[config.mk]
export PLATFORM = sky130hd
export DESIGN_NAME = hazard_alarm_ctrl
export DESIGN_NICKNAME = d
export VERILOG_FILES = /design/src/rtl/hazard_alarm_ctrl.sv
export SDC_FILE = /design/constraint.sdc
export NUM_CORES = 1
export LEC_CHECK = 0
export CORE_ASPECT_RATIO = 1.5
export CORE_UTILIZATION = 42
export CTS_CLUSTER_DIAMETER = 150
export DETAILED_ROUTE_END_ITERATION = 8
export HOLD_SLACK_MARGIN = 0.06
export SLEW_MARGIN = 25
export SYNTH_ARGS = -nofsm -noshare
export SYNTH_HDL_FRONTEND = slang
export SYNTH_SLANG_ARGS = --single-unit
[constraint.sdc]
create_clock -name clk -period 3.83 [get_ports clk]
set_input_delay 0.9575 -clock clk [delete_from_list [all_inputs] [get_ports clk]]
set_output_delay 0.9575 -clock clk [all_outputs]
set_load 0.02 [all_outputs]
[src/rtl/hazard_alarm_ctrl.sv]
// hazard_alarm_ctrl: shares one siren between fire, gas and intrusion sensors.
// Each raw sensor is debounced, requests are arbitrated by fixed priority
// (fire > gas > intrusion), and an FSM sequences ALARM / SILENCED / IDLE.
// Optional build macro ALARM_PATTERN_EN: pulses the siren in ALARM with a
// per-source on/off pattern counted in PATTERN_PERIOD-cycle units. Without
// the macro the siren is steady in ALARM and no phase logic exists.
//
// state      | meaning
// S_IDLE     | no qualified request, siren off
// S_ALARM    | siren driven for the highest-priority request
// S_SILENCED | user acked, siren muted until timer expires or a higher source appears
module hazard_alarm_ctrl #(
  parameter int DEBOUNCE       = 4,
  parameter int SILENCE_CYCLES = 16
`ifdef ALARM_PATTERN_EN
  , parameter int PATTERN_PERIOD = 8
`endif
) (
  input  logic       clk,
  input  logic       rst,
  input  logic       f_sensor,
  input  logic       g_sensor,
  input  logic       i_sensor,
  input  logic       arm,
  input  logic       ack,
  output logic       siren,
  output logic [1:0] alarm_src,
  output logic       f_alarm,
  output logic       g_alarm,
  output logic       i_alarm,
  output logic       silenced
);

  localparam int DBW = $clog2(DEBOUNCE + 1);
  localparam int TW  = $clog2(SILENCE_CYCLES + 1);

  typedef enum logic [1:0] {
    S_IDLE     = 2'd0,
    S_ALARM    = 2'd1,
    S_SILENCED = 2'd2
  } state_t;

  // index 0 = fire, 1 = gas, 2 = intrusion
  logic [2:0]     raw;
  logic [2:0]     lvl_q, lvl_d;
  logic [DBW-1:0] dcnt_q [3];
  logic [DBW-1:0] dcnt_d [3];
  logic           ia_q;

  state_t         state_q;
  logic           siren_q;
  logic [1:0]     src_q;
  logic           sil_q;
  logic [TW-1:0]  tmr_q;

  logic [1:0]     winner;
  logic           preempt;
  logic           pat_on;

  assign raw = {i_sensor, g_sensor, f_sensor};

  // Debounce: count consecutive disagreeing samples, flip the level when the run reaches DEBOUNCE.
  always_comb begin
    for (int i = 0; i < 3; i++) begin
      lvl_d[i]  = lvl_q[i];
      dcnt_d[i] = '0;
      if (raw[i] != lvl_q[i]) begin
        if (dcnt_q[i] == DBW'(DEBOUNCE - 1)) begin
          lvl_d[i] = ~lvl_q[i];
        end else begin
          dcnt_d[i] = dcnt_q[i] + DBW'(1);
        end
      end
    end
  end

  // Debounce state and the arm-qualified intrusion level.
  always_ff @(posedge clk) begin
    if (rst) begin
      lvl_q <= '0;
      ia_q  <= 1'b0;
      for (int i = 0; i < 3; i++) dcnt_q[i] <= '0;
    end else begin
      lvl_q <= lvl_d;
      ia_q  <= lvl_d[2] & arm;
      for (int i = 0; i < 3; i++) dcnt_q[i] <= dcnt_d[i];
    end
  end

  // Fixed-priority arbitration; a smaller non-zero code means higher priority.
  always_comb begin
    winner = 2'd0;
    if (lvl_q[0])      winner = 2'd1;
    else if (lvl_q[1]) winner = 2'd2;
    else if (ia_q)     winner = 2'd3;
    preempt = (winner != 2'd0) && (winner < src_q);
  end

`ifdef ALARM_PATTERN_EN
  localparam int PPW = $clog2(PATTERN_PERIOD + 1);

  logic [PPW-1:0] pp_q;
  logic [3:0]     seg_q, seg_nxt;

  // Segment index runs 0..11 (common multiple of the 2/6/4-segment patterns).
  function automatic logic pat_level(input logic [1:0] src, input logic [3:0] seg);
    case (src)
      2'd1:    pat_level = ~seg[0];
      2'd2:    pat_level = (seg < 4'd3) || ((seg >= 4'd6) && (seg < 4'd9));
      2'd3:    pat_level = (seg == 4'd0) || (seg == 4'd4) || (seg == 4'd8);
      default: pat_level = 1'b0;
    endcase
  endfunction

  // Next siren level while ALARM holds the same source.
  always_comb begin
    seg_nxt = (seg_q == 4'd11) ? 4'd0 : seg_q + 4'd1;
    pat_on  = (pp_q == PPW'(PATTERN_PERIOD - 1)) ? pat_level(src_q, seg_nxt) : siren_q;
  end

  // Phase counter restarts outside ALARM and on any source change.
  always_ff @(posedge clk) begin
    if (rst || (state_q != S_ALARM) || (winner != src_q)) begin
      pp_q  <= '0;
      seg_q <= '0;
    end else if (pp_q == PPW'(PATTERN_PERIOD - 1)) begin
      pp_q  <= '0;
      seg_q <= seg_nxt;
    end else begin
      pp_q  <= pp_q + PPW'(1);
    end
  end
`else
  assign pat_on = 1'b1;
`endif

  // Alarm sequencer with registered siren / source / silenced outputs.
  always_ff @(posedge clk) begin
    if (rst) begin
      state_q <= S_IDLE;
      siren_q <= 1'b0;
      src_q   <= 2'd0;
      sil_q   <= 1'b0;
      tmr_q   <= '0;
    end else begin
      case (state_q)
        S_IDLE: begin
          if (winner != 2'd0) begin
            state_q <= S_ALARM;
            src_q   <= winner;
            siren_q <= 1'b1;
          end
        end
        S_ALARM: begin
          if (winner == 2'd0) begin
            state_q <= S_IDLE;
            src_q   <= 2'd0;
            siren_q <= 1'b0;
          end else if (ack && !preempt) begin
            state_q <= S_SILENCED;
            src_q   <= winner;
            siren_q <= 1'b0;
            sil_q   <= 1'b1;
            tmr_q   <= TW'(SILENCE_CYCLES);
          end else begin
            src_q   <= winner;
            siren_q <= (winner != src_q) ? 1'b1 : pat_on;
          end
        end
        S_SILENCED: begin
          if (preempt) begin
            state_q <= S_ALARM;
            src_q   <= winner;
            siren_q <= 1'b1;
            sil_q   <= 1'b0;
            tmr_q   <= '0;
          end else if (winner == 2'd0) begin
            state_q <= S_IDLE;
            src_q   <= 2'd0;
            sil_q   <= 1'b0;
            tmr_q   <= '0;
          end else if (ack) begin
            tmr_q   <= TW'(SILENCE_CYCLES);
          end else if (tmr_q <= TW'(1)) begin
            // timer reaches zero on this edge
            state_q <= S_ALARM;
            src_q   <= winner;
            siren_q <= 1'b1;
            sil_q   <= 1'b0;
            tmr_q   <= '0;
          end else begin
            tmr_q   <= tmr_q - TW'(1);
          end
        end
        default: begin
          state_q <= S_IDLE;
          siren_q <= 1'b0;
          src_q   <= 2'd0;
          sil_q   <= 1'b0;
          tmr_q   <= '0;
        end
      endcase
    end
  end

  assign siren     = siren_q;
  assign alarm_src = src_q;
  assign f_alarm   = lvl_q[0];
  assign g_alarm   = lvl_q[1];
  assign i_alarm   = ia_q;
  assign silenced  = sil_q;

endmodule

Word level (Yosys, flattened, before mapping). Memories as Yosys holds them, arrays and structs flattened. Index checks and enable logic that the tools add are counted.

Add/subtract/negate cells: 4. Reduce and logical (&&, ||, !) cells: 13. Magnitude comparators: 2. Mux-type cells: 54. Bitwise logic cells: 8. Equality and inequality tests: 17.

Operator list (number): two-way mux 2 bit (16); two-way mux 5 bit (6); two-way mux 3 bit (9); two-way mux 1 bit (18); one-hot mux 5 bit (3 select lines) (1); != test 3 bit (second input constant) (4); one-hot mux 2 bit (3 select lines) (2); adder 3 x 1 -> 3 bit (second input constant) (3); == test 3 x 2 -> 1 bit (second input constant) (3); != test 4 bit (second input constant) (2); AND reduction 4 bit (2); != test 2 bit (second input constant) (3); one-hot mux 1 bit (3 select lines) (2); AND reduction 3 bit (2); <= comparator 5 x 1 -> 1 bit (second input constant) (1); AND reduction 5 bit (1); subtractor 5 x 1 -> 5 bit (second input constant) (1); zero test 2 bit (2); NOT 1 bit (4); AND reduction 2 bit (2); != test 1 bit (3); OR 1 bit (3); == test 2 x 1 -> 1 bit (second input constant) (1); == test 2 bit (second input constant) (1); other kinds (5) (6).

Register bits: 15. Memories: 1. Bits of input ports: 7. Word-level logic and storage cells: 108. Output and inout bits: 7. RAM bits: 9.

Memories: dcnt_q (depth 3, bits a word 3, read ports 3, clocked after memory_dff 0, write ports 3, RTL line 46) `logic [DBW-1:0] dcnt_q [3];`.

Depth between registers and ports, before layout. Gate-level depths: netlist of the first run.

Depth in word-level cells: 10. Depth in mapped cells: 9. Mapped depth without buffers: 8.

Worst setup path after synthesis of the first run. Ideal clock, no wire load.

Kind: reg-to-reg. Start: register lvl_q[1]. End: register tmr_q[1]. Data arrival time: 1.976 ns. Clock period less this slack: 2.062 ns. Buffers on the path: 1. Path slack: 1.768 ns. Cell stages (with the launch flop): 10. Setup time: 0.086 ns. Cell sequence: dfxtp_1 > buf_6 > nor2_1 > nor2_1 > ha_1 > nor2_1 > nor3_2 > a21o_2 > a21o_1 > a211oi_1.

Cells in the longest elaborated chain, start to end: 8. Elaborated cells on any way between the ends: 14. Classes of those cells: order compare (1); eq/ne (2); mux (5); reduce/logical (6).

Ends and longest elaborated chain: start, declared (RTL line 45) `logic [2:0] lvl_q, lvl_d;`; start signal, assigned (RTL line 84) `lvl_q <= lvl_d;`; two-way mux 2 bit (*) (RTL line 94) `else if (lvl_q[1]) winner = 2'd2;`; two-way mux 2 bit (*) (RTL line 93) `if (lvl_q[0]) winner = 2'd1;`; less-than comparator 2 bit / nonzero test 2 bit (equally long branches) (RTL line 96) `preempt = (winner != 2'd0) && (winner < src_q);`; logical AND 1 bit (RTL line 96); zero test 1 bit (RTL line 159) `end else if (ack && !preempt) begin`; logical AND 1 bit (RTL line 159); != test 2 bit (no source line); AND reduction 3 bit (no source line); end signal, assigned (RTL line 164) `tmr_q <= TW'(SILENCE_CYCLES);`; end signal, assigned (RTL line 183) `tmr_q <= TW'(SILENCE_CYCLES);`; end signal, assigned (RTL line 192) `tmr_q <= tmr_q - TW'(1);`; end, declared (RTL line 54) `logic [TW-1:0] tmr_q;`.

Every way passes the cells marked *; elsewhere a longest branch is shown, timed or not. A chain may end at the register's enable or synchronous reset.

Worst setup path after layout of the first run.
Start: register lvl_q[1]. End: output g_alarm.

RTL lines: end, declared (RTL line 29) `output logic g_alarm,`.

No word-level cell between the ends.

==> flow_summary_export.csv, run 1 <==
group,metric,value,unit
global_route,antenna_found_initial,0,
clock_tree,cts_tree,"done",
yosys,yosys.area.top_type,"dfxtp_1",
placement,gp_congestion,0.765,
placement,port_buffers,13,
timing,finalCritPeriodShare,64.2,%
yosys,synth-main-ff-cell,"dfxtp_1",
timing,relSlewSlack,59.4,%
routing,wire_per_inst,12.4,um
worst_setup_path,crit_chain,"clkdlybuf4s50_1",
clock_tree,cts_buffers,3,
yosys,yosys-top-cells-area,"dfxtp_1 (35%), ha_1 (13%), nor2_1 (6.8%)",
worst_setup_path,endpoint_kind,"output pin",
floorplan,io_pins,14,
worst_setup_path,reg2reg_from,"lvl_q[1]",
worst_setup_path,reg2reg_depth,8,
status,status,"completed",
pwr,leakage,0.000641,uW
routing,initialDrtViolationCount,14,
clock_tree,clk_pin_slew_worst_paths,0.08,ns
yosys,synth_edf_count,0,
final_layout,fill_cells,301,
yosys,synth_cell_type_count,44,
final_layout,layout-drive-gt1-share,7.93,%
timing,finClkSkew,0.00151,ns
worst_setup_path,regToRegSetupSlack,1.57,ns
worst_hold_path,hold_path_depth,1,
timing,fmax,0.407,GHz
pwr,p_total,779,uW
timing,hold_ws,0.422,ns
timing,finalHoldViolCount,0,
run,maxCapViolations,0,
timing,slew_violations,0,
final_layout,n_antenna_cell,0,
yosys,synth_top_cell_area_share,35.0,%
worst_setup_path,start_kind,"flip-flop",
placement,dp_cells,200,
final_layout,areaGrowthSynthToFinish,14.7,%
floorplan,fp.coreArea,0.00313,mm2
worst_setup_path,slowest_stage,"clkdlybuf4s50_1",
global_route,grt_max_degree,21,
yosys,synth_warnings,0,
worst_setup_path,crit_arrival,1.50,ns
routing,dr.pass1.iters,4,
worst_setup_path,crit_type,"reg -> out",
floorplan,start_util,43.8,%
routing,wirelength,2530,um
global_route,gr-total-overflow,0,
worst_setup_path,r2r_end,"tmr_q[3]",
placement,place_hpwl,1940,um
worst_hold_path,min_path_type,"reg -> reg",
global_route,grt.total_usage,16.7,%
clock_tree,htreeDepth,1,
timing,fin_crit,2.46,ns
floorplan,dieArea,0.00350,mm2
routing,viasPerCell,5.37,
timing,fin_setup_tns,0,ns
global_route,grt_pass1_wl,4580,um
pwr,p_per_area,495,mW/mm2
final_layout,finalNonFillerCells,204,
final_layout,nNetsFinal,186,
clock_tree,numClockSinks,24,
pwr,irDropWorstVdd,0.234,mV
clock_tree,cts.hold.buffers_added,0,
yosys,syn_nets,172,
global_route,grt_pass1_vias,1120,
worst_setup_path,cp.required,2.87,ns
floorplan,die_w,48.7,um
routing,dr_total_vias,1095,
routing,antenna_left,0,
clock_tree,clock_latency,0.27,ns
clock_tree,cts_resized,0,
timing,finalSetupViolations,0,
worst_setup_path,cpPeakStageDelay,0.68,ns
yosys,synth_area,0.00137,mm2
yosys,yosysSeqAreaShare,35.0,%
clock_tree,post_cts_buffers,0,
yosys,syn_inst,151,
yosys,synth-async-reset-ratio,0,%
clock_tree,cts_root_buffer,"clkbuf_8",
worst_setup_path,crit_buf_inv,1,
timing,tightest_slew,0.607,ns
worst_hold_path,holdPathEnd,"dcnt_q[0][0]",
yosys,ys_seq_elements,24,
timing,rsz0062_at_grt,"no",
yosys,avgSynthCellArea,9.08,um2
floorplan,row_count,25,
clock_tree,cts_buffer_depth,2,
routing,drc,0,
floorplan,die_h,72.0,um
worst_setup_path,worst-path-max-fanout,10,
worst_setup_path,cp_top_family,"buffers and inverters",
worst_hold_path,min_from,"dcnt_q[0][0]",
-- area by class of cell --
cell class	count	area [um2]	area share, %
clock buffers	4	55.1	3.50
inverters	15	56.3	3.58
multi-input cells	108	801	50.9
flip-flops and latches	24	480	30.5
well taps	40	50.0	3.18
repair buffers	13	130	8.27
-- where the power goes --
part / total (uW) / switching (uW) / leakage [uW] / internal (uW)
Clock: 173 / 81.1 / 0.0000288 / 91.9
Sequential: 304 / 25.3 / 0.000195 / 278
Combinational: 302 / 166 / 0.000417 / 136
-- placed cells by master, fill, tap and decap left out, types with 2 or more instances in the layout --
master           instances
nor2_1                  25
dfxtp_1                 24
inv_1                   15
ha_1                    14
clkdlybuf4s50_1         13
mux2i_1                  7
nand2b_1                 7
xnor2_1                  5
or3_1                    4
clkbuf_8                 4
o21ai_0                  3
a21o_1                   3
nand2_1                  3
a21oi_1                  3
nor3_1                   2
nor3b_1                  2
o31ai_1                  2
o311ai_0                 2
a31oi_1                  2
-- cells by family after synthesis --
| group | share of synthesized area [%] |
|---|---|
| buffers and inverters | 6.57 |
| flip-flops | 35.0 |
| AO/OA/AOI/OAI | 17.2 |
| multiplexers | 5.11 |
| XOR/XNOR | 3.19 |
| adder cells (fa/ha/maj) | 12.8 |
| AND/OR/NAND/NOR | 20.2 |
-- per-layer routing --
metal | global-route usage (%) | vias to the layer above | wire, um
met2 | 30.4 | 16 | 1310
met1 | 18.0 | 519 | 1090
met4 | 9.80 | 0 | 69
met5 | 0 | - | 0
li1 | - | 553 | -
met3 | 2.73 | 7 | 62
-- cell usage after synthesis, drive strengths merged, types with 2 or more instances --
library cell  number
xnor2              5
a31oi              2
mux2i              7
nor2              25
ha                14
nor3b              2
a21oi              4
inv               15
a21o               4
dfxtp             24
nand2b             7
buf                3
nor3               3
o311ai             2
or3                4
nand2              3
o21ai              5
o31ai              3
-- flip-flops by register name, indices dropped and copies added (netlist names) --
| name | flops |
|---|---|
| alarm_src | 2 |
| i_alarm | 1 |
| dcnt_q | 9 |
| tmr_q | 5 |
| state_q | 2 |
| lvl_q | 3 |
| siren | 1 |
| silenced | 1 |
-- metrics by stage --
stage / utilization, % / setup WS, ns / area [um2]
2_1_floorplan: - / 1.77 / 1370
3_3_place_gp: 48.5 / 1.27 / 1520
3_5_place_dp: 48.5 / 1.17 / 1520
4_1_cts: 50.3 / 1.36 / 1570
6_report: 50.3 / 1.37 / 1570
5_1_grt: 50.3 / 1.29 / 1570
-- worst max path at each step --
stage / startpoint / cells after the start / slack, ns / endpoint
2_1_floorplan: lvl_q[1] / 9 / 1.77 / tmr_q[1]
3_3_place_gp: ack / 6 / 1.27 / tmr_q[3]
3_5_place_dp: ack / 6 / 1.17 / tmr_q[3]
4_1_cts: lvl_q[1] / 1 / 1.36 / g_alarm
5_1_grt: lvl_q[1] / 1 / 1.29 / g_alarm
6_report: lvl_q[1] / 1 / 1.37 / g_alarm
Note: power is estimated with default switching activity, not from simulation.
==> run 2: changes to the inputs <==
==> constraint.sdc (replaced) <==
create_clock -name clk -period 2.04 [get_ports clk]
set_input_delay 0.51 -clock clk [delete_from_list [all_inputs] [get_ports clk]]
set_output_delay 0.51 -clock clk [all_outputs]
set_load 0.02 [all_outputs]
==> run 2 against run 1 <==
- register-to-register slack got worse by 1.5 ns
- combinational power grew 110%
- wire length rose by 13%
- design area rose by 7.5%
- power increased by 110%
- count of clock-buffer cells in the layout decreased by 1
- sequential power is 91% higher
- largest power group is now combinational cells
- global-route usage is 0.35 points higher
- worst hold slack improved by 0.0032 ns
- non-clock buffer count is 9 higher
==> flow_summary_export.csv, run 2 (same netlist as run 1, synthesis figures left out) <==
group,metric,value,unit
floorplan,fp.coreArea,0.00313,mm2
final_layout,top_regs,"dcnt_q: 9 flops, tmr_q: 5 flops, lvl_q: 3 flops",
worst_setup_path,crit_arrival,2.13,ns
clock_tree,cts_buffer_depth,2,
clock_tree,cts.hold.buffers_added,0,
routing,initialDrtViolationCount,25,
placement,dpl-instance-area,0.00158,mm2
routing,wirelength,2840,um
routing,wire_per_inst,13.3,um
floorplan,die_h,72.0,um
status,status,"completed",
placement,place_hpwl,2120,um
final_layout,finalNonFillerCells,213,
floorplan,io_pins,14,
floorplan,start_util,43.8,%
final_layout,areaGrowthSynthToFinish,23.3,%
global_route,grt_pass1_vias,1113,
pwr,leakage,0.000705,uW
timing,finClkSkew,0.00299,ns
timing,finalCritPeriodShare,94.4,%
clock_tree,htreeDepth,1,
clock_tree,cts_buffers,3,
routing,antenna_left,0,
worst_setup_path,endpoint_kind,"flip-flop",
timing,finalSetupViolations,0,
routing,drc,0,
timing,fin_setup_tns,0,ns
global_route,gr-total-overflow,0,
final_layout,nNetsFinal,195,
worst_setup_path,crit_type,"reg -> reg",
final_layout,top_register,"dcnt_q",
floorplan,row_count,25,
global_route,grt_max_degree,15,
routing,dr_total_vias,1144,
global_route,grt.total_usage,17.0,%
placement,gp_congestion,0.833,
timing,fmax,0.520,GHz
pwr,p_per_area,965,mW/mm2
worst_setup_path,start_kind,"flip-flop",
timing,finalHoldViolCount,0,
worst_hold_path,min_path_type,"reg -> reg",
clock_tree,numClockSinks,24,
clock_tree,clk_pin_slew_worst_paths,0.09,ns
pwr,irDropWorstVdd,0.722,mV
final_layout,most-common-layout-cells,"nor2_1 (22), dfxtp_1 (22), inv_1 (15), ha_1 (13), clkdlybuf4s50_1 (13)",
run,maxCapViolations,0,
routing,dr.pass1.iters,4,
placement,port_buffers,13,
final_layout,largest_reg_flops,9,
global_route,antenna_found_initial,0,
worst_setup_path,cp.required,2.25,ns
final_layout,n_antenna_cell,0,
timing,fin_crit,1.92,ns
final_layout,final_area,0.00169,mm2
timing,slew_violations,0,
final_layout,layout-drive-gt1-share,16.8,%
floorplan,die_w,48.7,um
floorplan,dieArea,0.00350,mm2
worst_setup_path,worst-path-max-fanout,5,
timing,relSlewSlack,76.9,%
global_route,grt_pass1_wl,4660,um
clock_tree,clock_latency,0.27,ns
final_layout,fill_cells,296,
routing,viasPerCell,5.37,
placement,dp_cells,208,
timing,hold_ws,0.425,ns
clock_tree,cts_tree,"done",
timing,tightest_slew,0.342,ns
clock_tree,cts_root_buffer,"clkbuf_8",
## run 2: changes by cell type in the layout (fill, tap and decap cells not counted), sizes merged
cell / before / now
buf: 0 / 9
bufinv: 0 / 1
clkbuf: 4 / 3
## run 2: report_power, final
| part | switching [uW] | internal (uW) | leakage, uW |
|---|---|---|---|
| Sequential | 58.9 | 522 | 0.000196 |
| Combinational | 335 | 294 | 0.000473 |
| Clock | 158 | 262 | 0.0000357 |
| Total | 552 | 1080 | 0.000705 |
## run 2: metal layers
layer  up-vias  track usage (%)  wire length, um
li1        573                -                -
met1       544             18.1             1200
met2        21             31.8             1520
met3         6             2.94               72
met4         0             8.82               48
met5         -                0                0
## run 2: final timing paths
| kind | start | endpoint | slack (ns) | cells after the start |
|---|---|---|---|---|
| setup / recovery | lvl_q[1] | tmr_q[2] | 0.12 | 9 |
| hold / removal | dcnt_q[0][6] | dcnt_q[0][6] | 0.43 | 1 |
| setup reg to reg | lvl_q[1] | tmr_q[2] | 0.12 | 9 |
| hold reg to reg | dcnt_q[0][6] | dcnt_q[0][6] | 0.43 | 1 |
## run 2: final cells by class
| type | instances | area, um2 | share of cell area [%] |
|---|---|---|---|
| inverter | 15 | 56.3 | 3.33 |
| sequential | 24 | 483 | 28.6 |
| timing repair buffer | 22 | 198 | 11.7 |
| multi-input combinational | 108 | 832 | 49.2 |
| tap | 40 | 50.0 | 2.96 |
| clock inverter | 1 | 30.0 | 1.78 |
| clock buffer | 3 | 41.3 | 2.44 |
## run 2: what timing repair did
action,CTS,global route
endpoints found under the setup margin,0,6
buffers inserted,0,1
resized for setup,0,8
## run 2: critical path, stage by stage (launching register included)
cell and delay (ns):
dfxtp_2 0.34, nor2_2 0.05, nor2_2 0.14, ha_2 0.24
and3b_1 0.20, o21ai_2 0.21, a21oi_2 0.08, buf_4 0.16
or3_1 0.31, a21oi_1 0.14
## run 2: stage by stage
step,utilization (%),worst slack [ns],power [uW]
final,54.0,0.115,1630
after global routing,54.0,-0.0243,1730
after CTS,52.8,0.0362,1610
after detailed placement,50.5,-0.0432,1190
after global placement,50.5,-0.00692,1170
after floorplan,-,0.00169,1010
